### src/rtl/sram_arbiter.sv
// ---------------------------------------------------------------------------
// sram_arbiter
//
// Shares one asynchronous SRAM between an instruction-fetch port (IFU) and a
// load/store port (LSU). Arbitration happens only while idle; the granted
// request is latched and then played onto the SRAM pins as a strobed read or
// a three-phase (setup / pulse / hold) write. Completion is signalled by a
// one-cycle resp pulse on the granted port.
//
// Parameters
//   WAIT_CYCLES   extra access-strobe cycles beyond one (0..7)
//
// Ports
//   clk, rst_n                  clock, asynchronous active-low reset
//   ifu_*_i / lsu_*_i           request, we_n (0 = write), byte address,
//                               active-low byte enables, write data
//   ifu_rdata_o / lsu_rdata_o   last read data returned to that port
//   ifu_resp_o / lsu_resp_o     one-cycle completion pulse
//   ram_*                       registered SRAM pins, strobes active-low;
//                               ram_addr_o is a word address (addr[21:2])
//   busy_o                      high whenever an access is in progress
// ---------------------------------------------------------------------------
module sram_arbiter #(
   parameter int unsigned WAIT_CYCLES = 1
) (
   input  logic        clk,
   input  logic        rst_n,
   input  logic        ifu_req_i,
   input  logic        ifu_we_n_i,
   input  logic [31:0] ifu_addr_i,
   input  logic [3:0]  ifu_be_n_i,
   input  logic [31:0] ifu_wdata_i,
   output logic [31:0] ifu_rdata_o,
   output logic        ifu_resp_o,
   input  logic        lsu_req_i,
   input  logic        lsu_we_n_i,
   input  logic [31:0] lsu_addr_i,
   input  logic [3:0]  lsu_be_n_i,
   input  logic [31:0] lsu_wdata_i,
   output logic [31:0] lsu_rdata_o,
   output logic        lsu_resp_o,
   output logic [19:0] ram_addr_o,
   output logic [31:0] ram_wdata_o,
   input  logic [31:0] ram_rdata_i,
   output logic [3:0]  ram_be_n_o,
   output logic        ram_ce_n_o,
   output logic        ram_oe_n_o,
   output logic        ram_we_n_o,
   output logic        busy_o
);

   typedef enum logic [2:0] {
      IDLE,
      RD,
      WSETUP,
      WPULSE,
      WHOLD,
      DONE
   } state_e;

   typedef enum logic {
      SEL_IFU = 1'b0,
      SEL_LSU = 1'b1
   } sel_e;

   localparam logic [2:0] WAIT_LD = 3'(WAIT_CYCLES);

   state_e      state_q;
   sel_e        gnt_q;
   sel_e        last_grant_q;
   logic [2:0]  cnt_q;
   logic [19:0] addr_q;
   logic [31:0] wdata_q;
   logic [3:0]  be_n_q;
   logic        ce_n_q;
   logic        oe_n_q;
   logic        we_n_q;
   logic [31:0] ifu_rdata_q;
   logic [31:0] lsu_rdata_q;
   logic        ifu_resp_q;
   logic        lsu_resp_q;

   // Arbitration result for the current cycle; only consumed in IDLE.
   sel_e        sel_d;
   logic        sel_we_n_d;
   logic [19:0] sel_addr_d;
   logic [3:0]  sel_be_n_d;
   logic [31:0] sel_wdata_d;

   // Byte-offset and upper address bits lie outside the SRAM word window.
   logic        unused_addr_bits;
   assign unused_addr_bits = ^{ifu_addr_i[31:22], ifu_addr_i[1:0],
                               lsu_addr_i[31:22], lsu_addr_i[1:0]};

   // NOTE: every variable gets a default at the top of always_comb so no
   // path leaves it unassigned, which would otherwise infer a latch.
   always_comb begin
      // Contention: hand the SRAM to whichever port did not have it last.
      sel_d = (last_grant_q == SEL_IFU) ? SEL_LSU : SEL_IFU;
      if (ifu_req_i && !lsu_req_i) begin
         sel_d = SEL_IFU;
      end else if (lsu_req_i && !ifu_req_i) begin
         sel_d = SEL_LSU;
      end
   end

   assign sel_we_n_d  = (sel_d == SEL_LSU) ? lsu_we_n_i        : ifu_we_n_i;
   assign sel_addr_d  = (sel_d == SEL_LSU) ? lsu_addr_i[21:2]  : ifu_addr_i[21:2];
   assign sel_be_n_d  = (sel_d == SEL_LSU) ? lsu_be_n_i        : ifu_be_n_i;
   assign sel_wdata_d = (sel_d == SEL_LSU) ? lsu_wdata_i       : ifu_wdata_i;

   // Outputs are loaded on the same edge that enters a state, so the pins
   // always show the values that belong to the current state. Direction is
   // carried by the state itself (RD vs. W*), so no separate we_n copy is kept.
   // NOTE: state is updated with non-blocking assignments so every register
   // samples pre-edge values regardless of statement order.
   always_ff @(posedge clk or negedge rst_n) begin
      if (!rst_n) begin
         state_q      <= IDLE;
         gnt_q        <= SEL_IFU;
         last_grant_q <= SEL_IFU;
         cnt_q        <= '0;
         addr_q       <= '0;
         wdata_q      <= '0;
         be_n_q       <= 4'hF;
         ce_n_q       <= 1'b1;
         oe_n_q       <= 1'b1;
         we_n_q       <= 1'b1;
         ifu_rdata_q  <= '0;
         lsu_rdata_q  <= '0;
         ifu_resp_q   <= 1'b0;
         lsu_resp_q   <= 1'b0;
      end else begin
         // resp is a pulse: cleared every cycle unless DONE is being entered.
         ifu_resp_q <= 1'b0;
         lsu_resp_q <= 1'b0;

         case (state_q)
            IDLE: begin
               if (ifu_req_i || lsu_req_i) begin
                  gnt_q        <= sel_d;
                  last_grant_q <= sel_d;
                  addr_q       <= sel_addr_d;
                  be_n_q       <= sel_be_n_d;
                  wdata_q      <= sel_wdata_d;
                  ce_n_q       <= 1'b0;
                  if (sel_we_n_d) begin
                     state_q <= RD;
                     oe_n_q  <= 1'b0;
                     cnt_q   <= WAIT_LD;
                  end else begin
                     state_q <= WSETUP;
                  end
               end
            end

            RD: begin
               if (cnt_q == 3'd0) begin
                  // Last strobe cycle: data is valid on the pins now.
                  if (gnt_q == SEL_LSU) begin
                     lsu_rdata_q <= ram_rdata_i;
                     lsu_resp_q  <= 1'b1;
                  end else begin
                     ifu_rdata_q <= ram_rdata_i;
                     ifu_resp_q  <= 1'b1;
                  end
                  state_q <= DONE;
                  ce_n_q  <= 1'b1;
                  oe_n_q  <= 1'b1;
                  be_n_q  <= 4'hF;
               end else begin
                  cnt_q <= cnt_q - 3'd1;
               end
            end

            WSETUP: begin
               state_q <= WPULSE;
               we_n_q  <= 1'b0;
               cnt_q   <= WAIT_LD;
            end

            WPULSE: begin
               if (cnt_q == 3'd0) begin
                  state_q <= WHOLD;
                  we_n_q  <= 1'b1;
               end else begin
                  cnt_q <= cnt_q - 3'd1;
               end
            end

            WHOLD: begin
               state_q <= DONE;
               ce_n_q  <= 1'b1;
               be_n_q  <= 4'hF;
               if (gnt_q == SEL_LSU) begin
                  lsu_resp_q <= 1'b1;
               end else begin
                  ifu_resp_q <= 1'b1;
               end
            end

            DONE: begin
               // Always return to IDLE so a held request is re-arbitrated.
               state_q <= IDLE;
            end

            default: begin
               state_q <= IDLE;
               ce_n_q  <= 1'b1;
               oe_n_q  <= 1'b1;
               we_n_q  <= 1'b1;
               be_n_q  <= 4'hF;
            end
         endcase
      end
   end

   assign ram_addr_o  = addr_q;
   assign ram_wdata_o = wdata_q;
   assign ram_be_n_o  = be_n_q;
   assign ram_ce_n_o  = ce_n_q;
   assign ram_oe_n_o  = oe_n_q;
   assign ram_we_n_o  = we_n_q;
   assign ifu_rdata_o = ifu_rdata_q;
   assign lsu_rdata_o = lsu_rdata_q;
   assign ifu_resp_o  = ifu_resp_q;
   assign lsu_resp_o  = lsu_resp_q;
   assign busy_o      = (state_q != IDLE);

endmodule

### config.mk
export PLATFORM = sky130hd
export DESIGN_NAME = sram_arbiter
export DESIGN_NICKNAME = d
export VERILOG_FILES = /design/src/rtl/sram_arbiter.sv
export SDC_FILE = /design/constraint.sdc
export NUM_CORES = 1
export LEC_CHECK = 0
export BUFFER_PORTS_ARGS = -buffer_cell sky130_fd_sc_hd__buf_2
export CAP_MARGIN = 20
export CORE_ASPECT_RATIO = 0.7
export CORE_MARGIN = 5
export CORE_UTILIZATION = 35
export DETAILED_ROUTE_END_ITERATION = 8
export MAX_ROUTING_LAYER = met4
export PLACE_DENSITY = 0.73
export SLEW_MARGIN = 15
export SYNTH_ARGS = -nofsm -noshare
export SYNTH_HDL_FRONTEND = slang
export SYNTH_SLANG_ARGS = --single-unit
### constraint.sdc
create_clock -name clk -period 2.19 [get_ports clk]
set_clock_uncertainty 0.15 [all_clocks]
set_input_delay 0.1095 -clock clk [delete_from_list [all_inputs] [get_ports clk]]
set_output_delay 0.1095 -clock clk [all_outputs]
set_load 0.005 [all_outputs]
Word-level counts from Yosys, hierarchy flattened
Cells that the tools add are included.

Multiplexer cells: 31. Equal/unequal tests: 10. $add $sub $neg: 1. Reductions and logical operators: 21. Bitwise logic cells: 4.

Operator list (number): $mux W32 (1); $mux W20 (1); $mux W3 (6); $pmux W3 S5 (1); $mux W4 (3); $pmux W4 S3 (1); $reduce_and A3 Y1 (4); $mux W1 (11); $ne A2 B2 Y1 const B (5); $pmux W1 S3 (3); $pmux W3 S3 (1); $reduce_and A4 Y1 (2); $reduce_or A4 Y1 (2); $eq A3 B2 Y1 const B (2); $eq A3 B3 Y1 const B (2); $logic_not A3 Y1 (2); $reduce_bool A3 Y1 (2); $not A1 Y1 (4); $pmux W1 S2 (2); $reduce_and A2 Y1 (2); $eq A3 B1 Y1 const B (1); $reduce_or A3 Y1 (1); $sub A3 B1 Y3 const B (1); $logic_and A1 B1 Y1 (2); other kinds (4) (5).

Register bits: 132. Output and inout port bits: 126. Input bits: 174.

Longest topological paths before layout
Depth after elaboration: 8. Depth in mapped cells: 8. Mapped depth without buffers: 7.

Worst setup path before layout
No wires, ideal clock.

Path kind: reg-to-reg. Start point: register cnt_q[0]. End point: register ifu_rdata_q[0], in the netlist ifu_rdata_o[0]. Library setup time: 125 ps. Arrival time: 1774 ps. Slack: 141 ps. Stages on the path, launching flop included: 8. Cells stage by stage: dfrtp_1 inv_1 ha_1 ha_1 nand2_1 nor4_4 buf_2 mux2_2.

Cells in the longest elaborated chain, start to end: 2.

RTL lines: start: declaration (RTL line 71) `logic [2:0] cnt_q;`; start signal: assignment (RTL line 172) `cnt_q <= cnt_q - 3'd1;`; start signal: assignment (RTL line 187) `cnt_q <= cnt_q - 3'd1;`; $logic_not A3 Y1 (RTL line 158) `if (cnt_q == 3'd0) begin`; $reduce_and A3 Y1 (no source line); end signal: assignment (RTL line 164) `ifu_rdata_q <= ram_rdata_i;`; end: declaration (RTL line 78) `logic [31:0] ifu_rdata_q;`.

No other way between the ends. A chain may end at the register's enable or synchronous reset.

Final worst setup path
Start point: register last_grant_q. End point: register cnt_q[0].

Cells in the longest elaborated chain, start to end: 6.

RTL lines: start: declaration (RTL line 70) `sel_e last_grant_q;`; start signal: assignment (RTL line 142) `last_grant_q <= sel_d;`; $mux W1; $mux W1 (RTL line 102) `end else if (lsu_req_i && !ifu_req_i) begin`; $mux W1 (RTL line 100) `if (ifu_req_i && !lsu_req_i) begin`; $mux W1 (RTL line 107) `assign sel_we_n_d = (sel_d == SEL_LSU) ? lsu_we_n_i : ifu_we_n_i;`; $ne A2 B2 Y1 (no source line); $reduce_and A4 Y1 (no source line).

No other way between the ends.

==> summary.md <==
| Metric | Value |
|---|---|
| Synthesized area | `5675 um2` |
| Max Cap Viol | `0` |
| Clk root buf | `clkbuf_16` |
| Rel. slew slack | `0.6548` |
| Share of layout cells above drive strength 1 | `0.4228` |
| Crit-path cells | `a21o_2 -> mux2i_2 -> dlygate4sd3_1 -> a31oi_1` |
| Register bit total from synthesis | `132` |
| Layout area overhead | `66.75%` |
| Critical path buffers and inverters | `1` |
| Antenna violations before repair | `0` |
| Critical path type | `reg -> reg` |
| Crit. Startpoint | `last_grant_q` |
| Critical Path End Type | `flop` |
| Syn Inst Count | `517` |
| Vias in the first global route | `6012` |
| Chip height | `116.5 um` |
| Site Rows | `39` |
| DRT antenna net count | `0` |
| Largest net degree at the start of global routing | `60` |
| Static leakage | `4.486 nW` |
| H-tree Lvls | `4` |
| CP top delay family | `buffers and inverters` |
| Max Used Layer | `met4` |
| CP peak stage delay | `680 ps` |
| Worst-skew pair later-pin latency | `400 ps` |
| CTS Buf Count | `17` |
| CP Data Required Time | `2320 ps` |
| CP Launch Type | `flop` |
| IO buf count | `275` |
| Hold Vio Cnt, Final | `0` |
| Syn Area/Cell | `10.98 um2` |
| Drt first pass iters | `5` |
| Share of the synthesized area in the top cell type | `0.5511` |
| Asr flop ratio synth | `1.000` |
| Hold Slack | `42.88 ps` |
| CTS tree | `done` |
| GPL Wtd Cong | `0.7800` |
| Min cycle time layout | `2112 ps` |
| Syn_nets | `693` |
| FF+latch area | `3314 um2` |
| Fmax | `473.5 MHz` |
| Final WL | `19.30 mm` |
| Synthesis Warnings | `0` |
| Fillcell total | `1199` |
| WL met1 | `7.831 mm` |
| PwrDens | `1264 nW/um2` |
| Via/cell ratio | `4.927` |
| Nets | `1121` |
| Core area | `16100 um2` |
| Most frequent cell after synthesis | `dfrtp_1` |
| Total die area | `18900 um2` |
| Hold Path Origin | `ifu_req_i` |
| I/O pin count | `300` |
| Vias | `5740` |
| Clock slew at reported path FFs | `60 ps` |
| Routed wl met3 | `1.851 mm` |
| CP arrival | `2240 ps` |
| Slowest CP cell | `dlygate4sd3_1` |
| Ys flop type | `dfrtp_1` |
| Tightest Pin Transition | `517.8 ps` |
| Initial Util | `0.3524` |
| Global Route Usage Sum | `0.2078` |
| Final worst path period share | `0.9644` |
| R2R Path Start | `last_grant_q` |
| Crit path max fanout | `6` |
| Sequential-to-total area share from yosys stat | `0.5836` |
| Top post-synthesis cells by area | `dfrtp_1, mux2_2, nand2_1` |
| Synth cell count leaders | `dfrtp_1, nand2_1, nor2_1` |
| Met2 WL | `9.222 mm` |
| Setup TNS | `0 ps` |
| RSZ-0062 raised after global routing | `false` |
| Synth area leader | `dfrtp_1` |
| Clock sink count | `132` |
| Global-route wire length before repair | `30.32 mm` |
| Post-synth EDFFs | `0` |
| Multi-input gate area | `2136 um2` |
| # DRC | `0` |
| Hold Crit Class | `in -> reg` |
| Gr ovfl total | `0` |
| Max Transition Viols Final | `0` |
| Post-synthesis cell type count | `36` |
| CTS Buffer Depth | `2` |
| Avg WL per Cell | `16.57 um` |
| Die X | `162.2 um` |
| Dpl hpwl | `11.29 mm` |
| DRT iter0 DRCs | `386` |
| Max VDD drop | `524.2 uV` |
| Final setup violation count | `0` |
| Outcome | `finished, final reports clean` |
[worst min-delay path, cell delays in order]
cell	delay, ps
buf_2	120
inv_1	80
o21ai_0	170
a41oi_1	110
[area by class of cell]
class / count / area share
antenna: 2 / 0.0005288
clock buffer: 17 / 0.04495
clock inverter: 15 / 0.01772
inverter: 8 / 0.003173
multi-input combinational: 344 / 0.2257
sequential: 132 / 0.3502
tap: 205 / 0.02710
timing repair buffer: 442 / 0.3306
[layer usage]
metal / up-vias / global-route usage
li1: 2637 / -
met1: 2743 / 0.2489
met2: 319 / 0.3354
met3: 41 / 0.06490
met4: 0 / 0.07437
met5: - / -
[report_power, final]
group / switching, W / total [W] / internal [W]
Clock: 0.00112 / 0.00283 / 0.00171
Combinational: 0.00226 / 0.00475 / 0.00248
Sequential: 0.000710 / 0.00439 / 0.00368
[final timing paths]
kind / endpoint / slack (ps) / cells after the start
worst max register to register: cnt_q[0] / 80 / 4
min in group asynchronous: ram_addr_o[8] / 80 / 2
worst min-delay path: ram_be_n_o[0] / 40 / 4
worst min register to register: lsu_rdata_o[22] / 350 / 1
max in group asynchronous: lsu_rdata_o[3] / 1250 / 3
worst max-delay path: cnt_q[0] / 80 / 4
[what timing repair did]
action | in CTS | in global routing
endpoints found under the setup margin | 0 | 7
hold endpoints to repair | 256 | 0
hold buffers | 152 | 0
resized for setup | 0 | 3
setup buffers | 0 | 0
[through the flow]
stage | util | power (W) | instances | setup slack (ps) | cell area, um2
floorplan | - | 0.006739 | 517 | 141.4 | 5675
global placement | 0.4558 | 0.008624 | 979 | 167.6 | 7340
detailed placement | 0.4558 | 0.008762 | 979 | 133.1 | 7340
CTS | 0.5871 | 0.01193 | 1163 | 36.38 | 9454
global route | 0.5874 | 0.01277 | 1163 | 5.151 | 9459
finish | 0.5877 | 0.01197 | 1165 | 78.01 | 9464
[registers in the layout, summed over array words and instances (netlist names), 3 cells and up]
| register | cells |
|---|---|
| ifu_rdata_o | 32 |
| ram_addr_o | 20 |
| ram_be_n_o | 4 |
| state_q | 3 |
| cnt_q | 3 |
| ram_wdata_o | 32 |
| lsu_rdata_o | 32 |
[layout by cell type (no fill, tap or decap), types with 2 or more instances in the layout]
cell	count
a31oi_1	54
or2_2	3
a41oi_1	3
ha_1	2
nor2_1	63
mux2_1	4
nand2_1	119
mux2_2	60
clkbuf_16	17
a31o_1	2
inv_8	3
inv_6	4
a211oi_1	2
o21ai_0	5
buf_2	274
dfrtp_2	2
dlygate4sd3_1	152
buf_12	9
a21oi_1	2
inv_1	7
mux2i_1	2
dfstp_2	7
clkinvlp_4	2
o22ai_1	3
nand2b_1	2
clkinv_2	3
diode_2	2
buf_4	6
bufinv_16	2
dfrtp_1	123
a221oi_2	2
[kinds of logic after synthesis]
family                     synth area share
DFF                                  0.5836
AOI/OAI and AO/OA                   0.09458
buffers and inverters               0.04277
adders and majority gates          0.004408
muxes                                0.1329
and+or+nand+nor                      0.1418
(Power assumes the default switching activity.)
